## src/rtl/sram_bus_pkg.sv

```systemverilog
// Shared types for the instruction/data SRAM bus arbiter.
// Latency: none (types only).
// Backpressure: none (types only).
// Contents: FSM state encoding, transaction owner encoding, access size codes.
package sram_bus_pkg;

  typedef enum logic [1:0] {
    ST_IDLE = 2'd0,
    ST_ADDR = 2'd1,
    ST_DATA = 2'd2
  } state_e;

  typedef enum logic {
    OWN_INST = 1'b0,
    OWN_DATA = 1'b1
  } owner_e;

  typedef enum logic [1:0] {
    SIZE_B = 2'd0,
    SIZE_H = 2'd1,
    SIZE_W = 2'd2
  } size_e;

endpackage

```

## src/rtl/sram_arb_grant.sv

```systemverilog
// Grant selector between the instruction and data requesters.
// Latency: combinational grant; the round-robin pointer updates on the clock after a grant.
// Backpressure: grant is only produced while grant_en is high; otherwise both bits stay 0.
// Ports: inst_req/data_req requests, grant_en enables a decision, grant is one-hot
//        (bit 0 = INST, bit 1 = DATA). clk/reset exist only in the round-robin build.
// Config: SRAM_ARB_RR_EN selects round-robin; undefined gives fixed data-over-inst priority.
module sram_arb_grant
  import sram_bus_pkg::*;
(
`ifdef SRAM_ARB_RR_EN
  input  logic       clk,
  input  logic       reset,
`endif
  input  logic       inst_req,
  input  logic       data_req,
  input  logic       grant_en,
  output logic [1:0] grant
);

`ifdef SRAM_ARB_RR_EN
  owner_e     ptr_q, ptr_d;
  logic [1:0] gnt;

  always_comb begin
    gnt   = 2'b00;
    ptr_d = ptr_q;
    if (grant_en) begin
      if (inst_req && data_req) begin
        gnt = (ptr_q == OWN_DATA) ? 2'b10 : 2'b01;
      end else begin
        gnt = {data_req, inst_req};
      end
      // The pointer always moves to the port that was not just served.
      if (gnt[1]) begin
        ptr_d = OWN_INST;
      end else if (gnt[0]) begin
        ptr_d = OWN_DATA;
      end
    end
  end

  assign grant = gnt;

  always_ff @(posedge clk) begin
    if (reset) begin
      ptr_q <= OWN_INST;
    end else begin
      ptr_q <= ptr_d;
    end
  end
`else
  always_comb begin
    grant = 2'b00;
    if (grant_en) begin
      if (data_req) begin
        grant = 2'b10;
      end else if (inst_req) begin
        grant = 2'b01;
      end
    end
  end
`endif

endmodule

```

## src/rtl/sram_bus_arbiter.sv

```systemverilog
// Shares one sram-like bus between the instruction-fetch and data-memory ports,
// one outstanding transaction at a time (IDLE -> ADDR -> DATA).
// Latency: bus_req rises the cycle after a request is seen in IDLE; addr_ok/data_ok are
//          combinational from bus_addr_ok/bus_data_ok; minimum 3 cycles per transaction.
// Backpressure: a losing or late requester holds req until its addr_ok; the bridge stalls
//          by withholding bus_addr_ok / bus_data_ok.
// Ports: inst_* and data_* requester ports (req/wr/size/addr/wdata/wstrb in,
//        addr_ok/data_ok/rdata out); bus_* registered request to the bridge plus its
//        addr_ok/data_ok/rdata handshakes.
// Config: SRAM_ARB_RR_EN enables round-robin arbitration (default: data port has priority).
module sram_bus_arbiter
  import sram_bus_pkg::*;
#(
  parameter int ADDR_W = 32,
  parameter int DATA_W = 32
) (
  input  logic                clk,
  input  logic                reset,
  input  logic                inst_req,
  input  logic                inst_wr,
  input  logic [1:0]          inst_size,
  input  logic [ADDR_W-1:0]   inst_addr,
  input  logic [DATA_W-1:0]   inst_wdata,
  input  logic [DATA_W/8-1:0] inst_wstrb,
  output logic                inst_addr_ok,
  output logic                inst_data_ok,
  output logic [DATA_W-1:0]   inst_rdata,
  input  logic                data_req,
  input  logic                data_wr,
  input  logic [1:0]          data_size,
  input  logic [ADDR_W-1:0]   data_addr,
  input  logic [DATA_W-1:0]   data_wdata,
  input  logic [DATA_W/8-1:0] data_wstrb,
  output logic                data_addr_ok,
  output logic                data_data_ok,
  output logic [DATA_W-1:0]   data_rdata,
  output logic                bus_req,
  output logic                bus_wr,
  output logic [1:0]          bus_size,
  output logic [ADDR_W-1:0]   bus_addr,
  output logic [DATA_W-1:0]   bus_wdata,
  output logic [DATA_W/8-1:0] bus_wstrb,
  input  logic                bus_addr_ok,
  input  logic                bus_data_ok,
  input  logic [DATA_W-1:0]   bus_rdata
);

  localparam int STRB_W = DATA_W / 8;

  state_e              state_q, state_d;
  owner_e              owner_q, owner_d;
  logic                wr_q, wr_d;
  logic [1:0]          size_q, size_d;
  logic [ADDR_W-1:0]   addr_q, addr_d;
  logic [DATA_W-1:0]   wdata_q, wdata_d;
  logic [STRB_W-1:0]   wstrb_q, wstrb_d;
  logic                grant_en;
  logic [1:0]          grant;

  assign grant_en = (state_q == ST_IDLE) && (inst_req || data_req);

  sram_arb_grant u_grant (
`ifdef SRAM_ARB_RR_EN
    .clk      (clk),
    .reset    (reset),
`endif
    .inst_req (inst_req),
    .data_req (data_req),
    .grant_en (grant_en),
    .grant    (grant)
  );

  // Capture the winner's request so the bus stays stable for the whole address phase,
  // even if the requester misbehaves and drops req early.
  always_comb begin
    owner_d = owner_q;
    wr_d    = wr_q;
    size_d  = size_q;
    addr_d  = addr_q;
    wdata_d = wdata_q;
    wstrb_d = wstrb_q;
    if (grant[1]) begin
      owner_d = OWN_DATA;
      wr_d    = data_wr;
      size_d  = data_size;
      addr_d  = data_addr;
      wdata_d = data_wdata;
      wstrb_d = data_wstrb;
    end else if (grant[0]) begin
      owner_d = OWN_INST;
      wr_d    = inst_wr;
      size_d  = inst_size;
      addr_d  = inst_addr;
      wdata_d = inst_wdata;
      wstrb_d = inst_wstrb;
    end
  end

  always_ff @(posedge clk) begin
    if (reset) begin
      owner_q <= OWN_INST;
      wr_q    <= 1'b0;
      size_q  <= SIZE_B;
      addr_q  <= '0;
      wdata_q <= '0;
      wstrb_q <= '0;
    end else begin
      owner_q <= owner_d;
      wr_q    <= wr_d;
      size_q  <= size_d;
      addr_q  <= addr_d;
      wdata_q <= wdata_d;
      wstrb_q <= wstrb_d;
    end
  end

  // State register.
  always_ff @(posedge clk) begin
    if (reset) begin
      state_q <= ST_IDLE;
    end else begin
      state_q <= state_d;
    end
  end

  // Next state. bus_data_ok outside DATA is ignored; writes also wait for it.
  always_comb begin
    state_d = state_q;
    case (state_q)
      ST_IDLE: if (grant_en)    state_d = ST_ADDR;
      ST_ADDR: if (bus_addr_ok) state_d = ST_DATA;
      ST_DATA: if (bus_data_ok) state_d = ST_IDLE;
      default:                  state_d = ST_IDLE;
    endcase
  end

  // Outputs. Handshake pulses are steered only to the current owner.
  always_comb begin
    bus_req      = 1'b0;
    inst_addr_ok = 1'b0;
    data_addr_ok = 1'b0;
    inst_data_ok = 1'b0;
    data_data_ok = 1'b0;
    case (state_q)
      ST_ADDR: begin
        bus_req      = 1'b1;
        inst_addr_ok = bus_addr_ok && (owner_q == OWN_INST);
        data_addr_ok = bus_addr_ok && (owner_q == OWN_DATA);
      end
      ST_DATA: begin
        inst_data_ok = bus_data_ok && (owner_q == OWN_INST);
        data_data_ok = bus_data_ok && (owner_q == OWN_DATA);
      end
      default: ;
    endcase
  end

  assign bus_wr     = wr_q;
  assign bus_size   = size_q;
  assign bus_addr   = addr_q;
  assign bus_wdata  = wdata_q;
  assign bus_wstrb  = wstrb_q;
  assign inst_rdata = bus_rdata;
  assign data_rdata = bus_rdata;

endmodule

```

## config.mk

```make
export PLATFORM = sky130hd
export DESIGN_NAME = sram_bus_arbiter
export DESIGN_NICKNAME = d
export VERILOG_FILES = /design/src/rtl/sram_bus_pkg.sv /design/src/rtl/sram_arb_grant.sv /design/src/rtl/sram_bus_arbiter.sv
export SDC_FILE = /design/constraint.sdc
export NUM_CORES = 1
export LEC_CHECK = 0
export BUFFER_PORTS_ARGS = -buffer_cell sky130_fd_sc_hd__buf_2
export CORE_AREA = 2 2 123 125
export DETAILED_ROUTE_END_ITERATION = 7
export DIE_AREA = 0 0 125 127
export PLACE_DENSITY = 0.66
export REMOVE_ABC_BUFFERS = 1
export SYNTH_ARGS = -nofsm -noshare
export SYNTH_HDL_FRONTEND = slang
export SYNTH_HIERARCHICAL = 1
export SYNTH_SLANG_ARGS = --single-unit
```

## constraint.sdc

```tcl
create_clock -name clk -period 1.55 [get_ports clk]
set_clock_uncertainty 0.1 [all_clocks]
set_input_delay 0.155 -clock clk [delete_from_list [all_inputs] [get_ports clk]]
set_output_delay 0.155 -clock clk [all_outputs]
set_load 0.05 [all_outputs]
```

==> reports/qor.yml, run 1 <==
run_status:
  status: "complete, but fails checks"
  violations: "setup timing"
floorplanning:
  die_w_um: 125
  ios: 320
  start_util: 0.279
  row_count: 44
  core-area_mm2: 0.0144
  dieHeight_um: 127
  die_area_mm2: 0.0159
cells_and_area:
  fin_nets: 759
  area_growth_pct: 39.4
  final_area_mm2: 0.00562
  final_cells: 766
  multiInputGateArea_mm2: 0.00192
  regArea_mm2: 0.00148
  layout-drive-gt1-share: 0.517
  fin_util: 0.389
  num_antenna_cells: 0
  fillCellCount: 1469
timing:
  slew_headroom: 0.754
  holdWs_ns: 0.00960
  setup_violations: 52
  min_period_over_period: 1.05
  worstMarginPinSlew_ns: 0.359
  fmax_ghz: 0.615
  fin_crit_ns: 1.63
  timing.final.ws_setup_ns: -0.0768
  tns_ns: -1.44
  slew_viol_final: 0
  final-hold-violation-count: 0
  rsz0062_at_grt: "yes"
flow_run:
  max-cap-violations: 0
global_routing:
  grt_util_all_layers: 0.169
  grt_pass1_wl_um: 20000
  globalRouteOverflowTotal: 0
  grt_pass1_vias: 3425
  grt_max_degree: 42
  grt_antenna_before_repair: 0
pwr:
  seqPwrFrac: 0.355
  p_int_mw: 4.12
  peakVddDrop_mv: 0.650
  p_leak_nw: 2.45
  switching_share: 0.338
  power.total_mw: 6.23
  comb_power_share: 0.308
  clkPwrFrac: 0.337
  p_switching_mw: 2.11
  power.density_mw_per_mm2: 1110
place:
  port_buffers: 223
  placement.cell_area_mm2: 0.00491
  place_inst: 730
  dpl_worst_slack_ns: -0.0516
  place_congestion: 0.801
  dp_hpwl_um: 11000
yosys:
  synth_seq_cells: 74
  syn_avg_cell_area_um2: 10.1
  synth.yosys.seq_area_share: 0.368
  syn_inst: 400
  synth_warnings: 6
  netlist-cell-type-count: 24
  synth_area_mm2: 0.00403
setup_path:
  critPathSlowestCell: "dfxtp_2"
  cp.arrival_ns: 1.37
  path_max_fanout: 5
  startpoint: "state_q[1]$_SDFFE_PP0P_"
  crit_type: "flip-flop to primary output"
  startpoint_type: "flip-flop"
  crit_top_cell: "buf_6"
  endpoint_kind: "primary output"
  crit_family: "simple AND/OR/NAND/NOR gates"
  crit_path_cell_trace: "buf_6 > nand3b_1 > nor2_1 > buf_6"
  timing.critical_path.buf_inv: 2
  worstReg2RegStart: "state_q[0]$_SDFFE_PP0P_"
  cp.required_ns: 1.29
  max_stage_delay_ns: 0.34
clocking:
  clkLatencyLatePin_ns: 0.34
  cts_buffers: 9
  clkTransAtPathRegs_ns: 0.06
  cts-root-buf: "clkbuf_16"
  clockBufferDepth: 2
  cts_sinks: 74
  h-tree-depth: 3
  tritoncts: "yes"
drt:
  wl_per_cell_um: 19.6
  drc: 0
  routed_via_density: 4.69
  drt_iter0_markers: 74
  antenna_left: 0
  vias: 3593
  first_pass_iters: 4
  wl_um: 15000
min_path:
  hp-class: "input port to flip-flop"
  hp-start: "data_wdata[20]"
==> cell usage in the layout (no fill, tap or decap), types with 2 or more instances in the layout <==
cell type | Yosys | routed
dlygate4sd3_1 | 0 | 8
clkinv_2 | 0 | 2
dfxtp_1 | 74 | 72
buf_12 | 0 | 8
nor2_1 | 3 | 3
buf_4 | 64 | 14
clkbuf_8 | 0 | 2
a211oi_2 | 12 | 14
buf_2 | 6 | 218
buf_6 | 2 | 8
clkbuf_16 | 0 | 14
a211oi_1 | 59 | 57
buf_8 | 6 | 2
dfxtp_2 | 0 | 2
mux2i_2 | 0 | 9
a21oi_1 | 2 | 2
nor2b_1 | 72 | 71
mux2i_1 | 71 | 62
==> sequential cells by signal (all words and copies together), names as in the netlist <==
name,count
bus_wstrb,4
bus_wdata,32
state_q,2
bus_addr,32
bus_size,2
bus_wr,1
owner_q,1
==> worst reg2reg max path, delay by kind of cell (launching register included) <==
family | cells | cell delay [ns]
compound gates | 1 | 0.08
mux | 1 | 0.21
simple gates | 2 | 0.43
flops | 1 | 0.33
buf+inv | 2 | 0.33
==> path summary, 6_finish.rpt <==
kind	endpoint	slack, ns	cells after the start
max	data_addr_ok	-0.08	4
min	bus_wdata[20]$_SDFFE_PP0P_	0.01	3
max reg2reg	bus_addr[8]$_SDFFE_PP0P_	-0.06	6
min reg2reg	owner_q$_SDFFE_PP0P_	0.45	2
==> cells by family after synthesis <==
logic type,after synthesis,share of synthesized area
DFF,74,0.368
buffers and inverters,97,0.172
muxes,71,0.176
AOI/OAI and AO/OA,74,0.152
and+or+nand+nor,84,0.132
==> layout make-up <==
type	instances	area share
clock buffer	11	0.0450
tap	184	0.0410
clock inverter	3	0.00713
sequential	74	0.264
inverter	2	0.00134
timing repair buffer	263	0.299
multi-input combinational	229	0.342
==> power by group through the flow <==
stage	Combinational (mW)	Sequential, mW	Clock [mW]
global route	2.02	2.23	2.26
finish	1.92	2.21	2.10
detailed placement	1.80	2.24	0
global placement	1.79	2.24	0
CTS	1.82	2.20	2.17
floorplan	0.524	2.90	0
==> synth_stat cells <==
library cell	number	area share
buf_6	2	0.0056
buf_4	64	0.12
inv_2	1	0.00093
a211oi_1	59	0.11
buf_8	6	0.022
buf_1	1	0.00093
a21oi_1	2	0.0025
or3b_2	1	0.0022
buf_2	6	0.0075
nor4bb_1	1	0.0025
nand3b_1	1	0.0019
clkbuf_1	16	0.015
nor2_1	3	0.0028
and4b_1	1	0.0025
a211oi_2	12	0.037
a2111oi_0	1	0.0022
nor2b_1	72	0.11
inv_1	1	0.00093
and3b_1	1	0.0022
mux2i_1	71	0.18
dfxtp_1	74	0.37
and2_2	1	0.0019
nor3_1	2	0.0025
nand2b_1	1	0.0016
==> routing by layer <==
| metal | GRT usage | vias to the layer above | part of all wire |
|---|---|---|---|
| li1 | - | 1703 | - |
| met1 | 0.191 | 1666 | 0.42 |
| met2 | 0.239 | 209 | 0.42 |
| met3 | 0.142 | 15 | 0.15 |
| met4 | 0.0359 | 0 | 0.011 |
| met5 | 0.0433 | - | 0 |
==> timing repair <==
| action | CTS | global route |
|---|---|---|
| pin swaps | 2 | 46 |
| hold endpoints to repair | 8 | 0 |
| hold buffers | 8 | 0 |
| endpoints found under the setup margin | 72 | 77 |
| gates cloned | 0 | 8 |
| buffers inserted | 1 | 5 |
| gates resized for setup | 8 | 24 |
Note: power is estimated with default switching activity, not from simulation.
==> inputs of run 2 (changes only) <==
- CORE_AREA: 2 2 123 125 -> 2 2 124 126
- DIE_AREA: 0 0 125 127 -> 0 0 126 128
- PLACE_DENSITY: 0.66 -> 0.65
- REMOVE_ABC_BUFFERS: 1 -> not set
==> reports/qor.yml, run 2 (synthesis gave the netlist of run 1 again) <==
pwr:
  comb_power_share: 0.308  # about the same
  p_leak_nw: 2.46  # +0.27%
  power.density_mw_per_mm2: 1100  # -0.68%
  switching_share: 0.335  # -0.00276
  p_switching_mw: 2.10  # -0.18%
  power.total_mw: 6.27  # +0.64%
  seqPwrFrac: 0.353  # -0.002
  clkPwrFrac: 0.339  # +0.002
  peakVddDrop_mv: 0.556  # -14%
  p_int_mw: 4.17  # +1.1%
setup_path:
  max_stage_delay_ns: 0.33  # about the same
  crit_type: "flip-flop to flip-flop"
  cp.required_ns: 1.67  # +0.38 ns
  path_max_fanout: 8  # +3
  critPathSlowestCell: "dfxtp_2"
  crit_path_cell_trace: "nor3_4 > and3b_4 > buf_12 > buf_16 > mux2i_2 > a211oi_2"
  startpoint_type: "flip-flop"
  endpoint_kind: "flip-flop"
  cp.arrival_ns: 1.74  # +0.37 ns
timing:
  timing.final.ws_setup_ns: -0.0715  # +0.00530 ns
  tns_ns: -2.36  # -0.916 ns
  rsz0062_at_grt: "yes"
  slew_viol_final: 0  # unchanged
  setup_violations: 71  # +37%
  worstMarginPinSlew_ns: 0.460  # +0.101 ns
  slew_headroom: 0.694  # -0.0610
  min_period_over_period: 1.05  # -0.00342
  final-hold-violation-count: 0  # unchanged
  fin_crit_ns: 1.62  # -0.00530 ns
  fmax_ghz: 0.617  # +0.33%
yosys:
  synthesis.nets: 580
place:
  place_inst: 738  # +1.1%
  place_congestion: 0.750  # -6.3%
  placement.cell_area_mm2: 0.00495  # +0.76%
  dpl_worst_slack_ns: -0.0828  # -0.0312 ns
  dp_hpwl_um: 8060  # -26%
  port_buffers: 223  # unchanged
cells_and_area:
  fillCellCount: 1507  # +2.6%
  num_antenna_cells: 0  # unchanged
  final_area_mm2: 0.00569  # +1.3%
  fin_nets: 757  # -0.26%
  final_common_cell: "buf_2"
  area_growth_pct: 41.3
  final_cells: 770  # +0.52%
  final_cell_mix: "218 x buf_2, 72 x nor2b_1, 72 x dfxtp_1, 58 x mux2i_1, 52 x a211oi_1"
  layout-drive-gt1-share: 0.531  # +0.0137
drt:
  vias: 3522  # -2.0%
  wl_um: 11600  # -23%
  routed_via_density: 4.57  # -2.5%
  drt_iter0_markers: 137  # +85%
  wl_per_cell_um: 15.1  # -23%
  drc: 0  # unchanged
  antenna_left: 0  # unchanged
  first_pass_iters: 4  # unchanged
clocking:
  cts-root-buf: "clkbuf_16"
  cts_sinks: 74  # unchanged
  clockBufferDepth: 2  # unchanged
  h-tree-depth: 3  # unchanged
  tritoncts: "yes"
  clkLatencyLatePin_ns: 0.33  # about the same
  cts_buffers: 9  # unchanged
  clkTransAtPathRegs_ns: 0.06  # about the same
global_routing:
  grt_use_met2: 0.232  # -0.00763
  globalRouteOverflowTotal: 0  # unchanged
  grt_pass1_wl_um: 17400  # -13%
  grtUsageMet3: 0.0388  # -0.104
  grt_pass1_vias: 3417  # -0.23%
  grt_max_degree: 39  # -7.1%
  busiest_layer: "met2"
  grt_util_all_layers: 0.136  # -0.0328
  grt_antenna_before_repair: 0  # unchanged
  use_met1: 0.151  # -0.0399
min_path:
  hp-class: "input port to flip-flop"
floorplanning:
  core-area_mm2: 0.0149  # +3.1%
  row_count: 45  # +2.3%
  dieHeight_um: 128  # +0.79%
  start_util: 0.271  # -0.00828
  ios: 320  # unchanged
  die_w_um: 126  # +0.80%
  die_area_mm2: 0.0161  # +1.6%
run_status:
  violations: "setup timing"
  status: "complete, but fails checks"
flow_run:
  max-cap-violations: 0  # unchanged
## run 2: cell types whose count changed in the layout (fill, tap and decap cells not counted), moves of 2 or more
cell           before  now
mux2i_4             0    4
buf_12              8    6
dlygate4sd3_1       8    6
clkbuf_16          14   12
clkbuf_1            0    3
a211oi_2           14   19
buf_6               8    5
mux2i_1            62   58
buf_16              0    3
a211oi_1           57   52
buf_4              14   17
## run 2: power groups by stage
stage          clock network, mW  registers, mW  logic, mW
4_1_cts                     2.21           2.20       1.83
5_1_grt                     2.29           2.24       2.05
6_report                    2.12           2.21       1.93
2_1_floorplan                  0           2.90       1.03
3_3_place_gp                   0           2.24       1.78
3_5_place_dp                   0           2.24       1.79
## run 2: through the flow
stage / hold WS, ns / util
finish: 0.0115 / 0.383
global route: 0.0109 / 0.383
CTS: 0.000501 / 0.363
detailed placement: 0.210 / 0.333
global placement: 0.210 / 0.333
floorplan: 0.177 / -
## run 2: repair_timing
| item | CTS | global route |
|---|---|---|
| pin swaps | 6 | 30 |
| hold buffers | 6 | 0 |
| setup buffers | 1 | 4 |
| endpoints found under the hold margin | 6 | 0 |
| gates resized for setup | 9 | 41 |
| setup endpoints to repair | 75 | 77 |
| cloned | 1 | 4 |
## run 2: path summary, 6_finish.rpt
check	cells past startpoint	slack, ns	from	endpoint
setup reg to reg	6	-0.07	state_q[0]$_SDFFE_PP0P_	bus_wdata[30]$_SDFFE_PP0P_
setup / recovery	6	-0.07	state_q[0]$_SDFFE_PP0P_	bus_wdata[30]$_SDFFE_PP0P_
hold reg to reg	2	0.45	bus_addr[11]$_SDFFE_PP0P_	bus_addr[11]$_SDFFE_PP0P_
hold / removal	2	0.01	reset	state_q[0]$_SDFFE_PP0P_
## run 2: worst max-delay path: cells and delay by family, from the launching register on
family          cells  cell delay [ns]
simple gates        2             0.44
flops               1             0.33
buf+inv             2             0.30
mux                 1             0.24
compound gates      1             0.09
## run 2: routing by layer
metal / vias to the layer above / share of wire
li1: 1707 / -
met1: 1638 / 0.41
met2: 148 / 0.49
met3: 29 / 0.072
met4: 0 / 0.034
met5: - / 0
## run 2: cell type report
cell class	count	area, um2	area share
multi-input cells	229	2010	0.352
repair buffers	261	1660	0.291
flip-flops and latches	74	1490	0.261
clock buffers	14	264	0.0464
well taps	188	235	0.0413
clock inverters	2	35.0	0.00616
inverters	2	7.51	0.00132
==> inputs of run 3 (changes only) <==
- BUFFER_PORTS_ARGS: -buffer_cell sky130_fd_sc_hd__buf_2 -> not set
- CORE_AREA: 2 2 124 126 -> 4 4 123 125
- DIE_AREA: 0 0 126 128 -> 0 0 127 129
- DONT_BUFFER_PORTS: not set -> 1
- PLACE_DENSITY: 0.65 -> 0.48
- clock period: 1.55 -> 1.4 ns (I/O delays scaled with it)
==> reports/qor.yml, run 3 (synthesis gave the netlist of run 1 again) <==
drt:
  wl_per_cell_um: 20.0  # +32%
  first_pass_iters: 4  # unchanged
  antenna_left: 0  # unchanged
  drc: 0  # unchanged
  routed_via_density: 4.88  # +6.7%
  drt_iter0_markers: 35  # -74%
  vias: 2913  # -17%
  wl_um: 11900  # +2.6%
timing:
  fin_crit_ns: 1.60  # -0.0264 ns
  timing.final.ws_setup_ns: -0.195  # -0.124 ns
  slew_headroom: 0.783  # +0.0897
  setup_violations: 75  # +5.6%
  min_period_over_period: 1.14  # +0.0932
  holdWs_ns: -0.232  # -0.243 ns
  tns_ns: -11.07  # -8.71 ns
  slew_viol_final: 0  # unchanged
  worstMarginPinSlew_ns: 0.317  # -0.143 ns
  fmax_ghz: 0.627  # +1.7%
  final-hold-violation-count: 74  # +74
  rsz0062_at_grt: "yes"
global_routing:
  grt_pass1_vias: 3089  # -9.6%
  grt_pass1_wl_um: 17100  # -1.7%
  globalRouteOverflowTotal: 0  # unchanged
  grt_util_all_layers: 0.134  # -0.00216
  grt_antenna_before_repair: 0  # unchanged
  grt_max_degree: 75  # +92%
clocking:
  cts_sinks: 74  # unchanged
  h-tree-depth: 3  # unchanged
  clkTransAtPathRegs_ns: 0.06  # about the same
  clockBufferDepth: 2  # unchanged
  cts-root-buf: "clkbuf_16"
  tritoncts: "yes"
  clkLatencyLatePin_ns: 0.33  # about the same
  cts_buffers: 9  # unchanged
setup_path:
  worstReg2RegStart: "state_q[1]$_SDFFE_PP0P_"
  crit_path_cell_trace: "nor3_4 > and3b_4 > buf_12 > clkbuf_16 > mux2i_1 > a211oi_2"
  timing.critical_path.buf_inv: 2  # unchanged
  path_max_fanout: 8  # unchanged
  endpoint_kind: "flip-flop"
  max_stage_delay_ns: 0.33  # about the same
  crit_type: "flip-flop to flip-flop"
  cp.arrival_ns: 1.71  # -0.03 ns
  startpoint: "state_q[1]$_SDFFE_PP0P_"
  cp.required_ns: 1.51  # -0.16 ns
  startpoint_type: "flip-flop"
  critPathSlowestCell: "dfxtp_2"
  crit_family: "simple AND/OR/NAND/NOR gates"
floorplanning:
  die_w_um: 127  # +0.79%
  core-area_mm2: 0.0139  # -6.6%
  start_util: 0.290  # +0.0192
  die_area_mm2: 0.0164  # +1.6%
  row_count: 43  # -4.4%
  dieHeight_um: 129  # +0.78%
  ios: 320  # unchanged
place:
  dp_hpwl_um: 8290  # +3.0%
  place_congestion: 0.821  # +9.5%
  place_inst: 572  # -22%
  port_buffers: 0  # -100%
pwr:
  seqPwrFrac: 0.348  # -0.005
  clkPwrFrac: 0.375  # +0.036
  switching_share: 0.316  # -0.0191
  p_int_mw: 4.84  # +16%
  power.density_mw_per_mm2: 1420  # +29%
  p_switching_mw: 2.24  # +6.5%
  peakVddDrop_mv: 0.769  # +38%
  p_leak_nw: 1.82  # -26%
  comb_power_share: 0.277  # -0.031
yosys:
  synthesis.nets: 580  # unchanged
run_status:
  status: "complete, but fails checks"
  violations: "hold timing, setup timing"
cells_and_area:
  num_antenna_cells: 0  # unchanged
  area_growth_pct: 23.8
  final_cells: 597  # -22%
  fin_nets: 593  # -22%
  layout-drive-gt1-share: 0.372  # -0.159
  final_cell_mix: "77 x buf_4, 71 x nor2b_1, 71 x dfxtp_1, 61 x mux2i_1, 50 x a211oi_1"
  final_common_cell: "buf_4"
min_path:
  hp-start: "reset"
  hp-class: "input port to flip-flop"
flow_run:
  max-cap-violations: 0  # unchanged
==> run 3: cell types whose count changed in the layout (fill, tap and decap cells not counted), moves of 3 or more <==
cell           delta
buf_2           -218
buf_4            +60
clkbuf_1          -3
dlygate4sd3_1     -6
mux2i_1           +3
mux2i_4           -3
==> run 3: area by class of cell <==
cell class,instances,area [um2]
clock inverters,5,103
flip-flops and latches,74,1490
well taps,180,225
multi-input cells,229,1990
clock buffers,10,239
fillers,1400,8890
repair buffers,97,940
inverters,2,7.51
==> run 3: path summary, 6_finish.rpt <==
check	to	slack [ns]	depth (start not counted)
worst max-delay path	bus_wdata[30]$_SDFFE_PP0P_	-0.20	6
worst min-delay path	bus_addr[0]$_SDFFE_PP0P_	-0.23	1
worst max register to register	bus_wdata[30]$_SDFFE_PP0P_	-0.20	6
worst min register to register	owner_q$_SDFFE_PP0P_	0.43	2
==> run 3: power by group through the flow <==
stage | Sequential [mW] | Clock, mW | Combinational [mW]
CTS | 2.46 | 2.77 | 1.87
global placement | 2.49 | 0 | 1.84
global route | 2.49 | 2.83 | 2.07
floorplan | 3.21 | 0 | 1.14
detailed placement | 2.50 | 0 | 1.85
finish | 2.46 | 2.66 | 1.96
==> run 3: layer usage <==
| layer | up-vias | track usage | wire (um) |
|---|---|---|---|
| met1 | 1345 | 0.139 | 4460 |
| met5 | - | 0 | 0 |
| met3 | 40 | 0.0660 | 1210 |
| li1 | 1368 | - | - |
| met4 | 0 | 0.0644 | 355 |
| met2 | 160 | 0.227 | 5910 |
==> run 3: metrics by stage <==
step                      instance area (um2)  setup WS [ns]   util  hold WS (ns)  power, mW
after floorplan                          4060         -0.106      -         0.150       4.36
after global placement                   4330         -0.157  0.312         0.115       4.33
after detailed placement                 4330         -0.214  0.312         0.116       4.35
after CTS                                4720         -0.222  0.340        -0.247       7.09
after global routing                     4990         -0.281  0.359        -0.255       7.39
final                                    4990         -0.195  0.359        -0.232       7.08
==> run 3: repair_timing <==
action | in CTS | in global routing
gates resized for setup | 10 | 27
endpoints found under the setup margin | 76 | 77
buffers inserted | 2 | 3
cloned | 0 | 6
pin swaps | 1 | 30
endpoints found under the hold margin | 74 | 74
